===== config.mk =====
export PLATFORM = sky130hd
export DESIGN_NAME = bf_stdout_uart
export DESIGN_NICKNAME = d
export VERILOG_FILES = /design/src/rtl/bf_pkg.sv /design/src/rtl/bf_sync_fifo.sv /design/src/rtl/bf_stdout_uart.sv
export SDC_FILE = /design/constraint.sdc
export NUM_CORES = 1
export LEC_CHECK = 0
export BUFFER_PORTS_ARGS = -buffer_cell sky130_fd_sc_hd__buf_4
export CAP_MARGIN = 15
export CORE_ASPECT_RATIO = 1.25
export CORE_MARGIN = 2
export CORE_UTILIZATION = 45
export DETAILED_ROUTE_END_ITERATION = 7
export PLACE_DENSITY_LB_ADDON = 0.25
export SLEW_MARGIN = 20
export SYNTH_ARGS = -nofsm -noshare
export SYNTH_HDL_FRONTEND = slang
export SYNTH_SLANG_ARGS = --single-unit

===== constraint.sdc =====
create_clock -name clk -period 6.4 [get_ports clk]
set_clock_uncertainty 0.2 [all_clocks]
set_input_delay 1.28 -clock clk [delete_from_list [all_inputs] [get_ports clk]]
set_output_delay 1.28 -clock clk [all_outputs]
set_load 0.01 [all_outputs]

===== src/rtl/bf_pkg.sv =====
// Shared definitions for the stdout UART: character width, data-bit count and UART state encoding.
package bf_pkg;

  localparam int unsigned BF_CHAR_W      = 8;
  localparam int unsigned UART_DATA_BITS = 8;
  localparam int unsigned BIT_IDX_W      = $clog2(UART_DATA_BITS);

  typedef enum logic [2:0] {
    ST_IDLE   = 3'd0,
    ST_START  = 3'd1,
    ST_DATA   = 3'd2,
    ST_PARITY = 3'd3,
    ST_STOP   = 3'd4
  } uart_state_e;

  function automatic logic even_parity(input logic [BF_CHAR_W-1:0] d);
    return ^d;
  endfunction

endpackage


===== src/rtl/bf_sync_fifo.sv =====
// Synchronous FIFO: push when full is dropped, pop when empty is a no-op.
module bf_sync_fifo
  import bf_pkg::*;
#(
  parameter int unsigned WIDTH = BF_CHAR_W,
  parameter int unsigned DEPTH = 16
) (
  input  logic                     clk,
  input  logic                     reset,
  input  logic                     push,
  input  logic [WIDTH-1:0]         wr_data,
  input  logic                     pop,
  output logic [WIDTH-1:0]         rd_data,
  output logic                     full,
  output logic                     empty,
  output logic [$clog2(DEPTH):0]   count
);

  localparam int unsigned AW = $clog2(DEPTH);
  localparam logic [AW:0] FULL_COUNT = (AW+1)'(DEPTH);

  logic [WIDTH-1:0] mem_q [DEPTH];
  logic [AW-1:0]    wr_ptr_q, wr_ptr_d;
  logic [AW-1:0]    rd_ptr_q, rd_ptr_d;
  logic [AW:0]      count_q, count_d;
  logic             do_push, do_pop;

  assign full    = (count_q == FULL_COUNT);
  assign empty   = (count_q == '0);
  assign count   = count_q;
  assign rd_data = mem_q[rd_ptr_q];

  always_comb begin
    do_push  = push & ~full;
    do_pop   = pop & ~empty;
    wr_ptr_d = wr_ptr_q;
    rd_ptr_d = rd_ptr_q;
    count_d  = count_q;
    if (do_push) wr_ptr_d = wr_ptr_q + 1'b1;
    if (do_pop)  rd_ptr_d = rd_ptr_q + 1'b1;
    case ({do_push, do_pop})
      2'b10:   count_d = count_q + 1'b1;
      2'b01:   count_d = count_q - 1'b1;
      default: count_d = count_q;
    endcase
  end

  always_ff @(posedge clk) begin
    if (reset) begin
      wr_ptr_q <= '0;
      rd_ptr_q <= '0;
      count_q  <= '0;
    end else begin
      wr_ptr_q <= wr_ptr_d;
      rd_ptr_q <= rd_ptr_d;
      count_q  <= count_d;
    end
  end

  always_ff @(posedge clk) begin
    if (do_push) mem_q[wr_ptr_q] <= wr_data;
  end

endmodule


===== src/rtl/bf_stdout_uart.sv =====
// Buffers core stdout characters and sends them as UART frames, throttling the core via cpu_en.
// Define BF_STDOUT_PARITY_EN for 8E1 frames (even parity bit after data); default is 8N1.
module bf_stdout_uart
  import bf_pkg::*;
#(
  parameter int unsigned CLK_DIV    = 104,
  parameter int unsigned FIFO_DEPTH = 16
) (
  input  logic                 clk,
  input  logic                 reset,
  input  logic [BF_CHAR_W-1:0] stdout,
  input  logic                 stdout_en,
  output logic                 cpu_en,
  output logic                 tx,
  output logic                 busy,
  output logic                 overflow
);

  localparam int unsigned BAUD_W = (CLK_DIV > 1) ? $clog2(CLK_DIV) : 1;
  localparam int unsigned CNT_W  = $clog2(FIFO_DEPTH) + 1;
  localparam logic [BAUD_W-1:0]    BAUD_LAST = BAUD_W'(CLK_DIV - 1);
  localparam logic [BIT_IDX_W-1:0] LAST_BIT  = BIT_IDX_W'(UART_DATA_BITS - 1);
  localparam logic [CNT_W-1:0]     CPU_LIMIT = CNT_W'(FIFO_DEPTH - 1);

  logic                 stdout_en_q, stdout_en_d;
  logic                 overflow_q, overflow_d;
  uart_state_e          state_q, state_d;
  logic                 tx_q, tx_d;
  logic [BAUD_W-1:0]    baud_q, baud_d;
  logic [BIT_IDX_W-1:0] bit_idx_q, bit_idx_d;
  logic [BF_CHAR_W-1:0] data_q, data_d;

  logic                 push, pop;
  logic                 fifo_full, fifo_empty;
  logic [BF_CHAR_W-1:0] fifo_rd;
  logic [CNT_W-1:0]     fifo_count;
  logic                 baud_done;
  logic [BIT_IDX_W-1:0] next_idx;

  bf_sync_fifo #(
    .WIDTH (BF_CHAR_W),
    .DEPTH (FIFO_DEPTH)
  ) u_fifo (
    .clk     (clk),
    .reset   (reset),
    .push    (push),
    .wr_data (stdout),
    .pop     (pop),
    .rd_data (fifo_rd),
    .full    (fifo_full),
    .empty   (fifo_empty),
    .count   (fifo_count)
  );

  // A strobe held high through a core stall is one character, so only the rising edge pushes.
  assign push     = stdout_en & ~stdout_en_q;
  assign cpu_en   = (fifo_count < CPU_LIMIT);
  assign busy     = (state_q != ST_IDLE) | (fifo_count != '0);
  assign tx       = tx_q;
  assign overflow = overflow_q;

  always_comb begin
    stdout_en_d = stdout_en;
    overflow_d  = overflow_q | (push & fifo_full);
    state_d     = state_q;
    tx_d        = tx_q;
    baud_d      = baud_q;
    bit_idx_d   = bit_idx_q;
    data_d      = data_q;
    pop         = 1'b0;
    baud_done   = (baud_q == BAUD_LAST);
    next_idx    = bit_idx_q + 1'b1;

    case (state_q)
      ST_IDLE: begin
        if (!fifo_empty) begin
          pop     = 1'b1;
          data_d  = fifo_rd;
          state_d = ST_START;
          tx_d    = 1'b0;
          baud_d  = '0;
        end
      end
      ST_START: begin
        if (baud_done) begin
          state_d   = ST_DATA;
          tx_d      = data_q[0];
          bit_idx_d = '0;
          baud_d    = '0;
        end else begin
          baud_d = baud_q + 1'b1;
        end
      end
      ST_DATA: begin
        if (baud_done) begin
          baud_d = '0;
          if (bit_idx_q == LAST_BIT) begin
`ifdef BF_STDOUT_PARITY_EN
            state_d = ST_PARITY;
            tx_d    = even_parity(data_q);
`else
            state_d = ST_STOP;
            tx_d    = 1'b1;
`endif
          end else begin
            bit_idx_d = next_idx;
            tx_d      = data_q[next_idx];
          end
        end else begin
          baud_d = baud_q + 1'b1;
        end
      end
`ifdef BF_STDOUT_PARITY_EN
      ST_PARITY: begin
        if (baud_done) begin
          state_d = ST_STOP;
          tx_d    = 1'b1;
          baud_d  = '0;
        end else begin
          baud_d = baud_q + 1'b1;
        end
      end
`endif
      ST_STOP: begin
        if (baud_done) begin
          baud_d = '0;
          // Chain straight into the next start bit so queued characters go out back-to-back.
          if (!fifo_empty) begin
            pop     = 1'b1;
            data_d  = fifo_rd;
            state_d = ST_START;
            tx_d    = 1'b0;
          end else begin
            state_d = ST_IDLE;
            tx_d    = 1'b1;
          end
        end else begin
          baud_d = baud_q + 1'b1;
        end
      end
      default: begin
        state_d = ST_IDLE;
        tx_d    = 1'b1;
        baud_d  = '0;
      end
    endcase
  end

  always_ff @(posedge clk) begin
    if (reset) begin
      stdout_en_q <= 1'b0;
      overflow_q  <= 1'b0;
      state_q     <= ST_IDLE;
      tx_q        <= 1'b1;
      baud_q      <= '0;
      bit_idx_q   <= '0;
      data_q      <= '0;
    end else begin
      stdout_en_q <= stdout_en_d;
      overflow_q  <= overflow_d;
      state_q     <= state_d;
      tx_q        <= tx_d;
      baud_q      <= baud_d;
      bit_idx_q   <= bit_idx_d;
      data_q      <= data_d;
    end
  end

endmodule


==> flow_metrics.env, run 1 <==
export IMPL_status="finished, final reports clean"
export IMPL_post_cts_buffers=0
export IMPL_routed_wirelength_mm=13.3
export IMPL_synth_fp_nets=472
export IMPL_place_congestion=0.803
export IMPL_worstSkewPairLatency_ps=430
export IMPL_worstMarginPinSlew_ps=854
export IMPL_die_width_um=115
export IMPL_first_global_vias=3717
export IMPL_post_synth_top_area_fraction_pct=55.3
export IMPL_min_period_over_period_pct=58.3
export IMPL_clock_path_buffers=2
export IMPL_worst_hold_path_type="reg2reg"
export IMPL_holdBufCountCts=0
export IMPL_floorplan_initialDensity_pct=46.3
export IMPL_cts_root_buffer_cell="clkbuf_16"
export IMPL_rsz_0062_raised_after_global_routing="no"
export IMPL_cap_violations=0
export IMPL_synthesis_yosys_warnings=0
export IMPL_wire_per_inst_um=20.1
export IMPL_numCtsBuffers=17
export IMPL_nets=490
export IMPL_postSynthRegisterBits=169
export IMPL_worst_setup_path_start_kind="input port"
export IMPL_gr_usage_all_layers_pct=17.6
export IMPL_finalCoreUtilization_pct=51.8
export IMPL_port_buffers=14
export IMPL_core_box_area_um2=15000
export IMPL_grt_first_pass_wirelength_mm=21.0
export IMPL_critPathArrivalTime_ps=3840
export IMPL_final_hold_violation_count=0
export IMPL_grt_overflow_total=0
export IMPL_drt_pass_1_iters=4
export IMPL_power_total_mw=2.94
export IMPL_grt_start_max_net_pins=42
export IMPL_postSynthAreaPerCell_um2=15.5
export IMPL_post_route_cell_area_um2=7780
export IMPL_slew_viol_final=0
export IMPL_synthMostInstantiatedCell="edfxtp_1"
export IMPL_cts_htree_levels=4
export IMPL_critPathRequiredTime_ps=6510
export IMPL_criticalPathCategory="in2reg"
export IMPL_final_antenna_net_count=0
export IMPL_tns_ps=0
export IMPL_max_slew_margin_rel_pct=42.9
export IMPL_dpl_cell_area_um2=7250
export IMPL_critPathCaptureType="flip-flop"
export IMPL_postSynth_topFlopCell="edfxtp_1"
export IMPL_finalSetupViolations=0
export IMPL_netlist_top_cells_area="edfxtp_1 55%, dfxtp_1 12%, mux4_2 11%"
export IMPL_post_synth_most_frequent_cells="128 x edfxtp_1, 41 x dfxtp_1, 36 x nor2_1"
export IMPL_ys_async_sr_fraction_pct=0
export IMPL_die_y_um=143
export IMPL_synth_edff_count=128
export IMPL_rows=50
export IMPL_share_of_final_layout_standard_cells_stronger_than_drive_strength_1_pct=19.8
export IMPL_area_added_between_synthesis_and_finish_pct=12.0
export IMPL_post_route_drc=0
export IMPL_synth_top_cell_by_area="edfxtp_1"
export IMPL_critical_path_peak_fanout=10
export IMPL_n_fill_cell=1268
export IMPL_cts_tree="yes"
export IMPL_cts_sinks=169
export IMPL_irDropWorstVdd_mv=0.219
export IMPL_cts_resized_gates=0
export IMPL_leakagePower_nw=2.57
export IMPL_drt_iter0_markers=286
export IMPL_final_period_minus_worst_setup_slack_ps=3730
export IMPL_syn_inst=449
export IMPL_max_freq_ghz=0.268
export IMPL_yosys_cell_types_count=44
export IMPL_p_per_area_nw_per_um2=378
export IMPL_seq_area_frac_synth_pct=67.1
export IMPL_via_count=3700
export IMPL_multi_input_comb_area_um2=2130
export IMPL_area_sequential_um2=4670
export IMPL_initial_antenna_violation_count=0
export IMPL_dieArea_um2=16500
export IMPL_drt_vias_per_instance=5.60
export IMPL_place_hpwl_mm=8.45
export IMPL_clkTransAtPathRegs_ps=60
export IMPL_number_of_antenna_cells_inserted=0
export IMPL_mappedNetlistArea_um2=6950
export IMPL_io_pins=15
stage by stage:
| step | setup slack, ps | hold slack (ps) | std cells |
|---|---|---|---|
| 4_1_cts | 2700 | 276 | 661 |
| 3_3_place_gp | 2350 | 247 | 630 |
| 3_5_place_dp | 2260 | 267 | 630 |
| 6_report | 2670 | 267 | 661 |
| 5_1_grt | 2470 | 282 | 661 |
| 2_1_floorplan | 2560 | 236 | 449 |
layout make-up:
type,instances,area share (%)
clock inverters,13,1.27
multi-input cells,243,27.4
clock buffers,18,5.52
well taps,182,2.93
inverters,11,0.531
flip-flops and latches,169,60.0
repair buffers,25,2.41
routing by layer:
metal,track usage (%),up-vias,routed length (um)
met5,0,-,0
met4,6.02,0,155
met3,4.58,12,426
met2,29.8,65,6900
li1,-,1758,-
met1,22.0,1865,5830
sequential cells by signal, summed over array words and instances, names as in the netlist, 3 cells and up, named ones only:
name	flops
baud_q	7
bit_idx_q	3
data_q	8
state_q	3
u_fifo.count	5
u_fifo.mem_q	128
u_fifo.rd_ptr_q	4
u_fifo.wr_ptr_q	4
logic make-up (layout without fill, tap and decap cells):
group | count (synthesis) | in the layout | synth area share (%)
adders and majority gates | 12 | 12 | 2.16
and+or+nand+nor | 114 | 114 | 8.41
muxes | 48 | 48 | 12.9
AOI/OAI and AO/OA | 54 | 54 | 5.33
buffers and inverters | 37 | 67 | 2.20
DFF | 169 | 169 | 67.1
xor gates and xnor gates | 15 | 15 | 1.89
cells in the final DEF, fill, tap and decap left out, drive strengths merged, types with 2 or more instances in the layout:
master	count
edfxtp	128
dfxtp	41
nor2	36
mux4	33
buf	25
nand2	21
a22oi	18
clkbuf	18
nor3	15
mux2i	14
inv	14
a21oi	12
ha	12
xnor2	8
and2	7
xor2	7
o21ai	7
clkinv	7
nor4	6
nor2b	5
nand3	5
nand2b	5
nor3b	4
a211oi	4
or3	3
a31oi	3
clkinvlp	3
o21a	2
a21o	2
nand3b	2
worst paths after layout:
check	start	end	slack [ps]	cells after the start
worst max-delay path	stdout_en	u_fifo.count[4]	2670	12
worst max register to register	u_fifo.count[1]	u_fifo.count[4]	2850	12
worst min-delay path	bit_idx_q[1]	bit_idx_q[1]	270	2
worst min register to register	bit_idx_q[1]	bit_idx_q[1]	270	2
power breakdown:
part / internal [mW] / switching, mW / total, mW
combinational: 0.323 / 0.382 / 0.704
clock: 0.497 / 0.418 / 0.915
sequential: 1.26 / 0.0667 / 1.32
total: 2.07 / 0.867 / 2.94
worst max-delay path, cell delays in order:
cell	delay, ps
buf_4	80
nor2b_1	150
a21boi_2	380
inv_1	220
ha_1	370
xor2_1	190
ha_1	230
a211o_1	270
nand2_1	70
nand3b_1	80
a31oi_1	160
mux2_2	340
Power figures use the tool's default switching activity.
==> run 2: changes to the inputs <==
--- a/config.mk
+++ b/config.mk
@@ -5,6 +5,7 @@
 export SDC_FILE = /design/constraint.sdc
 export NUM_CORES = 1
 export LEC_CHECK = 0
+export ABC_AREA = 1
 export BUFFER_PORTS_ARGS = -buffer_cell sky130_fd_sc_hd__buf_4
 export CAP_MARGIN = 15
 export CORE_ASPECT_RATIO = 1.25
==> constraint.sdc (replaced) <==
create_clock -name clk -period 3.85 [get_ports clk]
set_clock_uncertainty 0.2 [all_clocks]
set_input_delay 0.77 -clock clk [delete_from_list [all_inputs] [get_ports clk]]
set_output_delay 0.77 -clock clk [all_outputs]
set_load 0.01 [all_outputs]
==> run 2 against run 1 <==
Critical path depth is 5 higher. Highest routed layer unchanged. Power is 79% higher. Via count up 41%. Clock power up 72%.
==> flow_metrics.env, run 2 <==
export IMPL_final_instance_count_excl_fill=1057
export IMPL_synth_top_cell_by_area="edfxtp_1"
export IMPL_post_cts_buffers=0
export IMPL_critical_path_peak_fanout=21
export IMPL_numCtsBuffers=17
export IMPL_initial_antenna_violation_count=0
export IMPL_clock_power_share_pct=29.8
export IMPL_final_period_minus_worst_setup_slack_ps=2720
export IMPL_slew_viol_final=0
export IMPL_cts_resized_gates=0
export IMPL_dieArea_um2=18000
export IMPL_ys_async_sr_fraction_pct=0
export IMPL_largest_reg_flops=128
export IMPL_holdBufCountCts=0
export IMPL_die_width_um=120
export IMPL_syn_inst=819
export IMPL_synthesis_yosys_warnings=0
export IMPL_max_freq_ghz=0.368
export IMPL_irDropWorstVdd_mv=0.465
export IMPL_netlist_top_cells_area="edfxtp_1 50%, nand2_1 13%, dfxtp_1 11%"
export IMPL_min_period_over_period_pct=70.6
export IMPL_worstSkewPairLatency_ps=430
export IMPL_via_count=5235
export IMPL_rsz_0062_raised_after_global_routing="no"
export IMPL_final_antenna_net_count=0
export IMPL_p_per_area_nw_per_um2=626
export IMPL_wire_per_inst_um=15.3
export IMPL_largest_registers="u_fifo.mem_q: 128 flops, data_q: 8 flops, baud_q: 7 flops"
export IMPL_power_switching_fraction_pct=35.5
export IMPL_yosys_cell_types_count=36
export IMPL_worst_setup_path_start_kind="flip-flop"
export IMPL_io_pins=15
export IMPL_leakagePower_nw=3.52
export IMPL_gr_usage_all_layers_pct=19.2
export IMPL_drt_iter0_markers=339
export IMPL_post_route_drc=0
export IMPL_drt_pass_1_iters=4
export IMPL_cap_violations=0
export IMPL_top_usage_layer="met2"
export IMPL_regMostFlops="u_fifo.mem_q"
export IMPL_nets=847
export IMPL_place_worst_setup_slack_ps=1140
export IMPL_postSynthRegisterBits=169
export IMPL_finalSetupViolations=0
export IMPL_final_critical_path_setup_slack_ps=1130
export IMPL_cts_sinks=169
export IMPL_final_hold_violation_count=0
export IMPL_clkTransAtPathRegs_ps=60
export IMPL_routed_wirelength_mm=16.2
export IMPL_place_congestion=0.898
export IMPL_critPathCaptureType="flip-flop"
export IMPL_place_inst=1025
export IMPL_die_y_um=149
export IMPL_criticalPathCategory="reg2reg"
export IMPL_status="finished, final reports clean"
export IMPL_post_synth_top_area_fraction_pct=50.5
export IMPL_layout_common_cells="263 x nand2_1, 128 x edfxtp_1, 110 x nand3_1"
export IMPL_worst_hold_path_type="reg2reg"
export IMPL_cts_htree_levels=4
export IMPL_most_common_cell_after_layout_fill_and_taps_aside="nand2_1"
export IMPL_postSynth_topFlopCell="edfxtp_1"
export IMPL_place_hpwl_mm=10.6
export IMPL_postSynthAreaPerCell_um2=9.30
export IMPL_number_of_antenna_cells_inserted=0
export IMPL_grt_start_max_net_pins=65
export IMPL_met1_usage_pct=22.6
export IMPL_core_box_area_um2=16700
export IMPL_grt_first_pass_wirelength_mm=26.0
export IMPL_worst_hold_slack_ps=248
export IMPL_drt_vias_per_instance=4.95
export IMPL_synthMostInstantiatedCell="nand2_1"
export IMPL_share_of_final_layout_standard_cells_stronger_than_drive_strength_1_pct=8.60
export IMPL_tns_ps=0
export IMPL_area_added_between_synthesis_and_finish_pct=10.3
export IMPL_p_sw_mw=1.87
export IMPL_met3_usage_pct=3.47
export IMPL_synth_edff_count=128
export IMPL_max_slew_margin_rel_pct=30.5
export IMPL_combPwrFrac_pct=28.9
export IMPL_first_global_vias=5042
export IMPL_post_route_cell_area_um2=8400
export IMPL_floorplan_initialDensity_pct=45.6
export IMPL_critPathArrivalTime_ps=2880
export IMPL_p_int_mw=3.39
export IMPL_synth_fp_nets=842
export IMPL_power_sequential_fraction_pct=41.3
export IMPL_grt_use_met2_pct=33.1
export IMPL_cts_root_buffer_cell="clkbuf_16"
export IMPL_mappedNetlistArea_um2=7610
export IMPL_grt_overflow_total=0
export IMPL_n_fill_cell=1572
export IMPL_rows=53
export IMPL_critPathRequiredTime_ps=4010
export IMPL_clock_path_buffers=2
export IMPL_port_buffers=14
export IMPL_cts_tree="yes"
export IMPL_worstMarginPinSlew_ps=1040
export IMPL_dpl_cell_area_um2=7850
export IMPL_seq_area_frac_synth_pct=61.3
export IMPL_post_synth_most_frequent_cells="263 x nand2_1, 128 x edfxtp_1, 110 x nand3_1"
run 2: cell type report:
type                            instances  area (um^2)  share of cell area, %
Clock inverter                         15          120                   1.43
Tap cell                              220          275                   3.28
Clock buffer                           17          425                   5.07
Inverter                              109          410                   4.89
Multi-Input combinational cell        510         2370                   28.3
Timing Repair Buffer                   17          128                   1.52
Sequential cell                       169         4670                   55.6
run 2: power by group through the flow:
stage / Sequential [mW] / Combinational (mW) / Clock [mW]
6_report: 2.17 / 1.52 / 1.57
5_1_grt: 2.19 / 1.73 / 1.67
3_3_place_gp: 2.21 / 1.52 / 0
3_5_place_dp: 2.21 / 1.53 / 0
2_1_floorplan: 2.18 / 1.18 / 0
4_1_cts: 2.17 / 1.54 / 1.60
run 2: final timing paths:
kind | start | end | slack, ps | cells after the start
min reg2reg | baud_q[6] | baud_q[6] | 250 | 2
min | baud_q[6] | baud_q[6] | 250 | 2
max reg2reg | baud_q[0] | u_fifo.count[4] | 1130 | 17
max | baud_q[0] | u_fifo.count[4] | 1130 | 17
run 2: cell families (layout without fill, tap and decap cells):
logic type,count (synthesis),count (layout),share of synthesized area [%]
xor+xnor,7,7,0.805
simple gates,456,456,25.9
flops,169,169,61.3
compound gates,35,35,2.53
fa+ha+maj,12,12,1.97
buf+inv,140,158,7.58
run 2: routing by layer:
| layer | routed length (um) | vias up |
|---|---|---|
| met3 | 685 | 38 |
| met1 | 6780 | 2415 |
| li1 | - | 2660 |
| met2 | 8060 | 122 |
| met5 | 0 | - |
| met4 | 685 | 0 |
run 2: metrics by stage:
step,utilization (%),power [mW]
floorplan,-,3.36
global placement,47.0,3.73
detailed placement,47.0,3.74
CTS,50.2,5.30
global route,50.2,5.58
finish,50.2,5.26
run 2: critical path: stages, from the launching register on:
cell	delay, ps
dfxtp_1	350
ha_1	170
nand2_1	70
clkinv_1	90
nand3_4	100
a21oi_2	150
buf_4	260
ha_1	310
xor2_1	220
ha_1	170
inv_1	30
nand2_1	90
nand3_1	100
nand2_1	70
nand2_1	50
nand2_1	60
nand2_1	50
a21oi_1	110
==> run 3: changes to the inputs <==
==> constraint.sdc (replaced) <==
create_clock -name clk -period 2.2 [get_ports clk]
set_clock_uncertainty 0.2 [all_clocks]
set_input_delay 0.44 -clock clk [delete_from_list [all_inputs] [get_ports clk]]
set_output_delay 0.44 -clock clk [all_outputs]
set_load 0.01 [all_outputs]
==> run 3 against run 2 <==
The flow now finishes with violations (negative setup slack). Clock-buffer cell count unchanged. Cell count rose by 4.6%. Sequential share of layout area down 3.3 points. Power is 85% higher. Design area is 6.3% higher. Clock power is 83% higher. Critical path type unchanged.
==> flow_metrics.env, run 3 (synthesized netlist as in run 2, its figures left out) <==
export IMPL_drt_iter0_markers=410
export IMPL_place_congestion=0.829
export IMPL_cp_endpoint="u_fifo.count[4]"
export IMPL_final_period_minus_worst_setup_slack_ps=2230
export IMPL_post_route_cell_area_um2=8930
export IMPL_worstSkewPairLatency_ps=430
export IMPL_p_per_area_nw_per_um2=1090
export IMPL_met1_usage_pct=22.5
export IMPL_cts_htree_levels=4
export IMPL_number_of_antenna_cells_inserted=0
export IMPL_gr_usage_all_layers_pct=19.0
export IMPL_rows=53
export IMPL_floorplan_initialDensity_pct=45.6
export IMPL_io_pins=15
export IMPL_leakagePower_nw=3.84
export IMPL_routed_wirelength_mm=16.1
export IMPL_critPathArrivalTime_ps=2390
export IMPL_final_critical_path_setup_slack_ps=-34.8
export IMPL_dieArea_um2=18000
export IMPL_power_total_mw=9.74
export IMPL_worst_hold_path_type="in2reg"
export IMPL_place_worst_setup_slack_ps=-131
export IMPL_regToRegStartpoint="baud_q[0]"
export IMPL_failed_checks="negative setup slack"
export IMPL_criticalPathCategory="reg2reg"
export IMPL_place_inst=1066
export IMPL_max_freq_ghz=0.447
export IMPL_grt_overflow_total=0
export IMPL_critPathCaptureType="flip-flop"
export IMPL_port_buffers=14
export IMPL_drt_pass_1_iters=5
export IMPL_critPathLaunch="baud_q[0]"
export IMPL_first_global_vias=5090
export IMPL_critPathRequiredTime_ps=2360
export IMPL_critical_path_peak_fanout=3
export IMPL_finalCoreUtilization_pct=53.4
export IMPL_cts_tree="yes"
export IMPL_core_box_area_um2=16700
export IMPL_final_hold_violation_count=0
export IMPL_die_width_um=120
export IMPL_post_route_drc=0
export IMPL_largest_reg_flops=128
export IMPL_worstMarginPinSlew_ps=517
export IMPL_share_of_final_layout_standard_cells_stronger_than_drive_strength_1_pct=15.1
export IMPL_regToRegSetupSlack_ps=-30
export IMPL_largest_registers="u_fifo.mem_q: 128 flops, data_q: 8 flops, baud_q: 7 flops"
export IMPL_clkTransAtPathRegs_ps=60
export IMPL_area_added_between_synthesis_and_finish_pct=17.2
export IMPL_via_count=5362
export IMPL_most_common_cell_after_layout_fill_and_taps_aside="nand2_1"
export IMPL_layout_common_cells="260 x nand2_1, 128 x edfxtp_1, 109 x nand3_1"
export IMPL_initial_antenna_violation_count=0
export IMPL_irDropWorstVdd_mv=0.780
export IMPL_cts_root_buffer_cell="clkbuf_16"
export IMPL_final_antenna_net_count=0
export IMPL_clock_path_buffers=2
export IMPL_rsz_0062_raised_after_global_routing="yes"
export IMPL_cts_sinks=169
export IMPL_numCtsBuffers=17
export IMPL_grt_use_met2_pct=34.0
export IMPL_cap_violations=0
export IMPL_worst_setup_path_start_kind="flip-flop"
export IMPL_slew_viol_final=0
export IMPL_max_slew_margin_rel_pct=65.5
export IMPL_status="finished, violations left"
export IMPL_met3_usage_pct=3.89
export IMPL_grt_first_pass_wirelength_mm=25.8
export IMPL_nets=896
export IMPL_regMostFlops="u_fifo.mem_q"
export IMPL_top_usage_layer="met2"
export IMPL_place_hpwl_mm=10.4
export IMPL_final_instance_count_excl_fill=1106
export IMPL_die_y_um=149
export IMPL_worst_reg2reg_path_length_in_cells=16
export IMPL_finalSetupViolations=2
export IMPL_worstReg2RegEnd="u_fifo.count[4]"
export IMPL_min_period_over_period_pct=102
export IMPL_grt_start_max_net_pins=65
export IMPL_drt_vias_per_instance=4.85
export IMPL_holdBufCountCts=0
export IMPL_dpl_cell_area_um2=8240
export IMPL_wire_per_inst_um=14.6
-- run 3: worst min-delay path by stage --
stage / from / end / slack (ps) / depth (start not counted)
after global routing: stdout_en / stdout_en_q / 70 / 3
final: stdout_en / stdout_en_q / 30 / 3
after CTS: stdout_en / stdout_en_q / 10 / 3
after detailed placement: baud_q[6] / baud_q[6] / 240 / 2
after global placement: baud_q[6] / baud_q[6] / 230 / 2
after floorplan: baud_q[6] / baud_q[6] / 220 / 2
-- run 3: per-stage QoR --
step	setup TNS (ps)	hold WS, ps
after floorplan	-5.41	222
after detailed placement	-173	245
after global placement	-113	233
final	-38.2	28.7
after global routing	-368	71.7
after CTS	-78.8	11.9
-- run 3: area by class of cell --
cell class | instances | area (um^2)
clock buffer | 17 | 425
multi-input combinational | 510 | 2450
fill | 1531 | 7780
clock inverter | 15 | 153
timing repair buffer | 66 | 541
inverter | 109 | 417
sequential | 169 | 4670
tap | 220 | 275
-- run 3: where the power goes --
| part | internal [mW] | switching, mW |
|---|---|---|
| clock | 1.67 | 1.21 |
| sequential | 3.64 | 0.120 |
| combinational | 1.15 | 1.95 |
| total | 6.46 | 3.29 |
-- run 3: worst max-delay path, cell delays in order (launching register included) --
cell     delay (ps)
dfxtp_2         350
ha_4            150
nand2_4          60
inv_4            60
nand3_4          80
a21oi_4         200
ha_4            210
xor2_4          170
ha_2            190
inv_2            30
nand2_2          60
nand3_2          80
nand2_1          60
nand2_1          50
nand2_1          60
nand2_1          50
a21oi_1         110
-- run 3: per-layer routing --
| metal | vias up | wire, um |
|---|---|---|
| met1 | 2481 | 6860 |
| li1 | 2751 | - |
| met2 | 108 | 8290 |
| met5 | - | 0 |
| met3 | 22 | 634 |
| met4 | 0 | 331 |
-- run 3: what timing repair did --
item / 4_1_cts / 5_1_grt
buffers inserted: 1 / 7
resized for setup: 6 / 9
endpoints found under the setup margin: 4 / 4
pin swaps: 6 / 7
